[src/rtl/score_pkg.sv]
// Shared types and constants for the score controller and its BCD converter.
package score_pkg;

    localparam int unsigned SCORE_W    = 8;
    localparam int unsigned DIGIT_W    = 4;
    localparam int unsigned BCD_W      = 3 * DIGIT_W;
    localparam int unsigned NUM_SHIFTS = 8;
    localparam int unsigned CNT_W      = $clog2(NUM_SHIFTS);

    typedef enum logic [1:0] {
        IDLE,
        SHIFT,
        DONE
    } conv_state_e;

    typedef struct packed {
        logic [DIGIT_W-1:0] hundreds;
        logic [DIGIT_W-1:0] tens;
        logic [DIGIT_W-1:0] ones;
    } bcd_t;

    // Double-dabble correction: a nibble of 5 or more must carry after the shift.
    function automatic logic [DIGIT_W-1:0] add3_if_ge5(input logic [DIGIT_W-1:0] n);
        return (n >= DIGIT_W'(5)) ? n + DIGIT_W'(3) : n;
    endfunction

endpackage

[src/rtl/bcd_dabble_step.sv]
// One combinational double-dabble iteration: correct each BCD nibble, then shift in one bit.
module bcd_dabble_step
    import score_pkg::*;
(
    input  logic [BCD_W-1:0] acc_i,
    input  logic             bit_i,
    output logic [BCD_W-1:0] acc_c
);

    logic [BCD_W-1:0] adj;

    always_comb begin
        adj   = {add3_if_ge5(acc_i[3*DIGIT_W-1:2*DIGIT_W]),
                 add3_if_ge5(acc_i[2*DIGIT_W-1:DIGIT_W]),
                 add3_if_ge5(acc_i[DIGIT_W-1:0])};
        acc_c = {adj[BCD_W-2:0], bit_i};
    end

endmodule

[src/rtl/score_controller.sv]
// Score/high-score bookkeeping plus a shared serial binary-to-BCD converter
// that tracks whichever source is currently selected for display.
module score_controller
    import score_pkg::*;
#(
    parameter int unsigned SCORE_MAX = 255
) (
    input  logic               clk,
    input  logic               reset,
    input  logic               game_start,
    input  logic               point,
    input  logic               game_over,
    input  logic               show_high,
    output logic [SCORE_W-1:0] score,
    output logic [SCORE_W-1:0] high_score,
    output logic               new_high,
    output logic [DIGIT_W-1:0] hundreds,
    output logic [DIGIT_W-1:0] tens,
    output logic [DIGIT_W-1:0] ones,
    output logic               digits_valid,
    output logic               busy
);

    logic [SCORE_W-1:0] score_q, score_d;
    logic [SCORE_W-1:0] high_q, high_d;
    logic               new_high_q, new_high_d;
    logic               game_over_q;

    conv_state_e        state_q, state_d;
    logic [CNT_W-1:0]   cnt_q, cnt_d;
    logic [SCORE_W-1:0] snap_q, snap_d;
    logic               snap_src_q, snap_src_d;
    logic [BCD_W-1:0]   acc_q, acc_d;
    logic [BCD_W-1:0]   acc_step;
    bcd_t               digits_q, digits_d;
    logic               valid_q, valid_d;
    logic               busy_q, busy_d;
    logic [SCORE_W-1:0] last_val_q, last_val_d;
    logic               last_src_q, last_src_d;

    logic [SCORE_W-1:0] req_val;
    logic               dirty;
    logic               snap_bit;

    // Score counting and game-over high-score capture.
    always_comb begin
        score_d    = score_q;
        high_d     = high_q;
        new_high_d = new_high_q;
        if (game_start) begin
            score_d = '0;
        end else if (point && !game_over && (score_q < SCORE_W'(SCORE_MAX))) begin
            score_d = score_q + SCORE_W'(1);
        end
        if (game_over && !game_over_q && (score_q > high_q)) begin
            high_d     = score_q;
            new_high_d = 1'b1;
        end
        if (game_start) begin
            new_high_d = 1'b0;
        end
    end

    assign snap_bit = snap_q[CNT_W'(SCORE_W - 1) - cnt_q];

    bcd_dabble_step u_step (
        .acc_i (acc_q),
        .bit_i (snap_bit),
        .acc_c (acc_step)
    );

    // Converter FSM: snapshot on a dirty request, shift MSB first, publish in DONE.
    always_comb begin
        req_val    = show_high ? high_q : score_q;
        dirty      = (req_val != last_val_q) || (show_high != last_src_q);
        state_d    = state_q;
        cnt_d      = cnt_q;
        snap_d     = snap_q;
        snap_src_d = snap_src_q;
        acc_d      = acc_q;
        digits_d   = digits_q;
        valid_d    = 1'b0;
        last_val_d = last_val_q;
        last_src_d = last_src_q;
        case (state_q)
            IDLE: begin
                if (dirty) begin
                    snap_d     = req_val;
                    snap_src_d = show_high;
                    acc_d      = '0;
                    cnt_d      = '0;
                    state_d    = SHIFT;
                end
            end
            SHIFT: begin
                acc_d = acc_step;
                cnt_d = cnt_q + CNT_W'(1);
                if (cnt_q == CNT_W'(NUM_SHIFTS - 1)) begin
                    state_d = DONE;
                end
            end
            DONE: begin
                digits_d   = acc_q;
                valid_d    = 1'b1;
                last_val_d = snap_q;
                last_src_d = snap_src_q;
                state_d    = IDLE;
            end
            default: begin
                state_d = IDLE;
            end
        endcase
        busy_d = (state_d != IDLE);
    end

    always_ff @(posedge clk) begin
        if (reset) begin
            score_q     <= '0;
            high_q      <= '0;
            new_high_q  <= 1'b0;
            game_over_q <= 1'b0;
            state_q     <= IDLE;
            cnt_q       <= '0;
            snap_q      <= '0;
            snap_src_q  <= 1'b0;
            acc_q       <= '0;
            digits_q    <= '0;
            valid_q     <= 1'b0;
            busy_q      <= 1'b0;
            last_val_q  <= '0;
            last_src_q  <= 1'b0;
        end else begin
            score_q     <= score_d;
            high_q      <= high_d;
            new_high_q  <= new_high_d;
            game_over_q <= game_over;
            state_q     <= state_d;
            cnt_q       <= cnt_d;
            snap_q      <= snap_d;
            snap_src_q  <= snap_src_d;
            acc_q       <= acc_d;
            digits_q    <= digits_d;
            valid_q     <= valid_d;
            busy_q      <= busy_d;
            last_val_q  <= last_val_d;
            last_src_q  <= last_src_d;
        end
    end

    assign score        = score_q;
    assign high_score   = high_q;
    assign new_high     = new_high_q;
    assign hundreds     = digits_q.hundreds;
    assign tens         = digits_q.tens;
    assign ones         = digits_q.ones;
    assign digits_valid = valid_q;
    assign busy         = busy_q;

endmodule

[config.mk]
export PLATFORM = sky130hd
export DESIGN_NAME = score_controller
export DESIGN_NICKNAME = d
export VERILOG_FILES = /design/src/rtl/score_pkg.sv /design/src/rtl/bcd_dabble_step.sv /design/src/rtl/score_controller.sv
export SDC_FILE = /design/constraint.sdc
export NUM_CORES = 1
export LEC_CHECK = 0
export ABC_CLOCK_PERIOD_IN_PS = 2800
export CAP_MARGIN = 20
export CORE_ASPECT_RATIO = 1.2
export CORE_UTILIZATION = 59
export CTS_CLUSTER_DIAMETER = 120
export DETAILED_ROUTE_END_ITERATION = 8
export GPL_TIMING_DRIVEN = 0
export PLACE_DENSITY = 0.82
export SLEW_MARGIN = 5
export SYNTH_ARGS = -nofsm -noshare
export SYNTH_HDL_FRONTEND = slang
export SYNTH_SLANG_ARGS = --single-unit
export TNS_END_PERCENT = 1
[constraint.sdc]
create_clock -name clk -period 2.8 [get_ports clk]
set_input_delay 0.28 -clock clk [delete_from_list [all_inputs] [get_ports clk]]
set_output_delay 0.28 -clock clk [all_outputs]
set_load 0.03 [all_outputs]
## Yosys cells after proc, flatten, opt, wreduce, memory -nomap -nowiden

Cells that the tools add are included.

- Order comparisons: 6
- $add $sub $neg: 6
- Mux-type cells: 14
- Eq/ne operators: 6
- Reductions and logical operators: 13

Operators with widths:

| kind | number |
|---|---|
| 12-bit case mux with 2 select lines | 1 |
| 4-bit by 3-bit greater-or-equal comparator with 1-bit output, second input constant | 3 |
| 12-bit 2-to-1 mux | 1 |
| 4-bit by 2-bit adder with 4-bit output, second input constant | 2 |
| 8-bit by 1-bit adder with 8-bit output, second input constant | 1 |
| 8-bit > comparator | 1 |
| 8-bit < comparator, second input constant | 1 |
| 4-bit 2-to-1 mux | 2 |
| 8-bit 2-to-1 mux | 1 |
| 8-bit inequality test | 1 |
| 3-bit 2-to-1 mux | 2 |
| 3-bit case mux with 2 select lines | 1 |
| 1-bit logical AND | 4 |
| 3-bit by 4-bit < comparator with 1-bit output, second input constant | 1 |
| 2-bit 2-to-1 mux | 2 |
| 2-bit case mux with 2 select lines | 1 |
| 2-bit AND reduction | 2 |
| 2-bit nonzero test | 2 |
| 3-bit by 1-bit adder with 3-bit output, second input constant | 1 |
| 3-bit by 2-bit adder with 3-bit output, second input constant | 1 |
| 1-bit binary-select mux with 3-bit select | 1 |
| 3-bit == test, second input constant | 1 |
| 3-bit subtractor, first input constant | 1 |
| 2-bit by 1-bit == test with 1-bit output, second input constant | 1 |
| 8 further kinds | 10 |

- Flip-flop bits (word level): 67
- Bits of input ports: 6
- Logic and storage cells: 61
- Output and inout port bits: 31

## Longest topological paths before layout

Gate-level depths: netlist of the first run.

- Depth in word-level cells: 6
- Depth in mapped cells: 8
- Mapped depth without buffers: 7

## Modules after synthesis

Synthesis of the first run repeated with hierarchy kept, for this count alone.

- Cell total of the unflattened synthesis: 381
- Area, all modules: 3340.7 um^2

Modules (own cells, without submodules):

| module | area each (um^2) | sequential area each (um^2) | times used | cells each |
|---|---|---|---|---|
| score_controller | 3049.2 | 1341.3 | 1 | 336 |
| bcd_dabble_step | 291.5 | 0.0 | 1 | 45 |

## Worst setup path before layout of the first run

Ideal clock, no wire load.

- Kind: reg-to-reg
- Start: reg high_q[2], in the netlist high_score[2]
- End: reg high_q[0], in the netlist high_score[0]
- Buffers on the path: 1
- Setup time: 0.073 ns
- Arrival time: 2.027 ns
- Period minus slack after synthesis: 2.100 ns
- Slack: 0.700 ns
- Cell stages (with the launch flop): 9
- Required time: 2.727 ns
- Cells stage by stage: dfxtp_1 inv_1 ha_1 nand3_1 o22ai_1 o21ai_0 a221oi_1 clkbuf_1 mux2i_1

- Word-level cells in the longest chain between the ends: 2

Ends and longest elaborated chain:

| element | RTL line | text |
|---|---|---|
| start, declared | score_controller.sv:25 | `logic [SCORE_W-1:0] high_q, high_d;` |
| start signal, assigned | score_controller.sv:134 | `high_q <= high_d;` |
| 8-bit > comparator | score_controller.sv:55 | `if (game_over && !game_over_q && (score_q > high_q)) begin` |
| 1-bit logical AND | score_controller.sv:55 |  |

Every way passes these cells.
A chain may end at the register's enable or synchronous reset.

## Worst setup path in the final report of the first run

- Start: in show_high
- End: reg cnt_q[1]

- Word-level cells in the longest chain between the ends: 5
- Elaborated cells on any way between the ends: 6
- Those cells by class: eq/ne (3); mux (1); reduce/logical (2)

Ends and longest elaborated chain:

| element | RTL line | text |
|---|---|---|
| start, declared | score_controller.sv:13 | `input logic show_high,` |
| 8-bit 2-to-1 mux | score_controller.sv:74 | `req_val = show_high ? high_q : score_q;` |
| 8-bit inequality test | score_controller.sv:75 | `dirty = (req_val != last_val_q) \|\| (show_high != last_src_q);` |
| 1-bit logical OR * | score_controller.sv:75 |  |
| 2-bit inequality test (no source line) * | -- |  |
| 2-bit AND reduction (no source line) * | -- |  |
| end signal, assigned | score_controller.sv:138 | `cnt_q <= cnt_d;` |
| end, declared | score_controller.sv:30 | `logic [CNT_W-1:0] cnt_q, cnt_d;` |

Every way passes the cells marked *; elsewhere a longest branch is shown, timed or not.

==> out/qor.yml, run 1 <==
outcome:
  status: "finished, violations left"
  violations: "design-rule violations"
critical_path:
  cp-end-kind: "flop"
  worst_setup_path_start_kind: "input pin"
  crit_path_max_fanout: 10
  cp_data_arrival_time_ps: 2830
  path_class: "in2reg"
  crit_required_ps: 3060
clocking:
  cts_sinks: 67
  htree_levels: 3
  cts_buffers: 9
  cts_tree: "yes"
  postCtsResizedCells: 0
  root_buffer: "clkbuf_8"
  clock_latency_ps: 350
  clockBufferDepth: 2
  cts_setup_buffers: 0
  holdBufCountCts: 0
  clk_pin_slew_ps: 70
timing:
  period_share_pct: 91.9
  rsz0062_at_grt: "no"
  worst_slew_pin_slew_ps: 751
  clock_skew_ps: 7.51
  period_needed_ps: 2570
  drv_slew: 0
  finalHoldViolCount: 0
  setup_viol: 0
  slew-limit-headroom_pct: 49.8
  max_freq_mhz: 389
cells_and_area:
  final_util_pct: 75.4
  num-fill-cells: 410
  fin_area_um2: 4080
  antenna_cells: 0
  final_cells: 499
  drive_gt1_share_pct: 9.15
  area_delta_synth_final_pct: 20.3
  nets: 455
synth:
  ys_ff_latch: 67
  seq_area_frac_synth_pct: 39.6
  synth-edff-count: 0
  synth_ff_type: "dfxtp_1"
  synthTopCellsByArea: "dfxtp_1 (40%), ha_1 (6.3%), a21oi_1 (6.2%)"
  yosysWarnings: 0
  synth_top_cell_by_area: "dfxtp_1"
  syn_nets: 408
  synth_cell_types: 42
  synth_async_sr_flop_share_pct: 0
  yosys.area.top_type_share_pct: 39.6
  synthCells: 385
  postSynthAreaPerCell_um2: 8.80
  syn_area_um2: 3390
global_routing:
  gr-total-overflow: 0
  grt_use_total_pct: 27.4
  first_global_vias: 2764
  antenna_found_initial: 0
  grt_pass1_wl_um: 12800
  grt_max_degree: 13
detailed_routing:
  viasPerCell: 5.65
  wirelength_um: 7600
  drtAntennaViolNets: 0
  wl_per_cell_um: 15.2
  drt_iter0_drc: 150
  drcViolationCount: 2
  vias: 2817
  firstDrtPassIters: 9
place:
  portBuffers: 36
  place_inst: 483
  placed_cell_area_um2: 3830
  gp_congestion: 0.817
  hpwl_um: 5410
die:
  die_w_um: 71.2
  ios: 37
  initial_utilization_pct: 62.7
  die_h_um: 85.0
  rows: 29
  die_area_um2: 6050
  core_um2: 5410
pwr:
  p_leak_uw: 0.00146
  p_per_area_nw_per_um2: 514
  ir_worst_vdd_uv: 440
run:
  cap_violations: 0
min_path:
  hp-class: "reg2reg"
[per-stage QoR]
stage / hold slack [ps] / TNS, ps / power [uW] / setup WS (ps)
after floorplan: 408 / 0 / 1070 / 700
after global routing: 478 / 0 / 2160 / 113
after global placement: 441 / -1180 / 1110 / -94.3
after detailed placement: 447 / -2130 / 1110 / -163
final: 455 / 0 / 2100 / 227
after CTS: 457 / 0 / 2090 / 220
[routing by layer]
layer	share of wire [%]	GRT usage, %
met4	3.2	15.3
met1	43	30.9
met3	3.3	6.29
met2	50	47.3
met5	0	0
[power by group]
part / internal (uW) / switching (uW) / total [uW]
sequential: 959 / 9.97 / 969
combinational: 46.1 / 71.3 / 117
clock: 617 / 393 / 1010
total: 1620 / 474 / 2100
[worst paths after layout]
kind / from / to / slack [ps] / cells past startpoint
setup / recovery: show_high / cnt_q[1] / 230 / 8
hold / removal: hundreds[0] / hundreds[0] / 450 / 2
setup reg to reg: score[1] / cnt_q[1] / 440 / 6
hold reg to reg: hundreds[0] / hundreds[0] / 450 / 2
[state kept, by name (all words and copies together), names as in the netlist]
name          cells
tens              4
cnt_q             3
game_over_q       1
state_q           2
busy              1
snap_q            8
hundreds          4
new_high          1
last_src_q        1
high_score        8
score             8
ones              4
acc_q            12
digits_valid      1
last_val_q        8
snap_src_q        1
[synth_stat cells (2+ instances only)]
library cell,number
a211oi_1,9
a211oi_2,4
a21o_1,2
a21oi_1,42
a31oi_1,3
and2_1,2
and3_1,2
and4_1,2
buf_1,4
buf_6,2
clkbuf_1,13
dfxtp_1,67
ha_1,17
inv_1,17
mux2_2,8
mux2i_1,21
mux4_2,2
nand2_1,56
nand2b_1,23
nand4_1,5
nor2_1,27
nor2b_1,11
nor4_2,2
o21ai_0,4
or2_2,2
xnor2_1,16
xor2_1,7
[worst max-delay path, stage by stage]
cell and delay (ps):
clkdlybuf4s50_1 510, buf_6 180, mux2i_1 390, xnor2_1 130, nor4_2 630, a31oi_2 270
buf_6 220, a211oi_1 220
[kinds of logic (layout without fill, tap and decap cells)]
kind of cell	after synthesis	after routing	synth area share, %
muxes	31	31	10.2
xor gates and xnor gates	23	23	5.94
adders and majority gates	17	17	6.28
AOI/OAI and AO/OA	73	73	13.7
and+or+nand+nor	138	138	19.9
DFF	67	67	39.6
buffers and inverters	36	88	4.43
[cells in the final DEF, fill, tap and decap left out, types with 2 or more instances in the layout]
| master | netlist | layout |
|---|---|---|
| nand4_1 | 5 | 5 |
| dfxtp_1 | 67 | 67 |
| inv_1 | 17 | 17 |
| clkbuf_1 | 13 | 13 |
| nor2_1 | 27 | 27 |
| ha_1 | 17 | 17 |
| and3_1 | 2 | 2 |
| buf_6 | 2 | 2 |
| and2_1 | 2 | 2 |
| nand2_1 | 56 | 56 |
| nor4_2 | 2 | 2 |
| xor2_1 | 7 | 7 |
| nand2b_1 | 23 | 23 |
| mux2i_1 | 21 | 21 |
| nor2b_1 | 11 | 11 |
| bufinv_16 | 0 | 3 |
| a21oi_1 | 42 | 42 |
| or2_2 | 2 | 2 |
| a31oi_1 | 3 | 3 |
| mux4_2 | 2 | 2 |
| o21ai_0 | 4 | 4 |
| buf_1 | 4 | 4 |
| a211oi_1 | 9 | 9 |
| clkbuf_8 | 0 | 10 |
| clkdlybuf4s50_1 | 0 | 36 |
| mux2_2 | 8 | 8 |
| a21o_1 | 2 | 2 |
| and4_1 | 2 | 2 |
| xnor2_1 | 16 | 16 |
| a211oi_2 | 4 | 4 |
[cell type report]
class | instances | area, um2 | share of cell area (%)
Timing Repair Buffer | 36 | 360 | 8.84
Inverter | 17 | 63.8 | 1.57
Tap cell | 62 | 77.6 | 1.90
Clock inverter | 6 | 111 | 2.73
Buffer | 19 | 86.3 | 2.12
Clock buffer | 10 | 138 | 3.38
Multi-Input combinational cell | 282 | 1900 | 46.6
Sequential cell | 67 | 1340 | 32.9
Power figures use the tool's default switching activity.
==> run 2: changes to the inputs <==
CTS_BUF_LIST = sky130_fd_sc_hd__clkbuf_8   (was default)
CTS_CLUSTER_DIAMETER = 100   (was 120)
==> results of run 2 <==
Same layout as run 1: the final DEF is identical, and so are final timing and power.
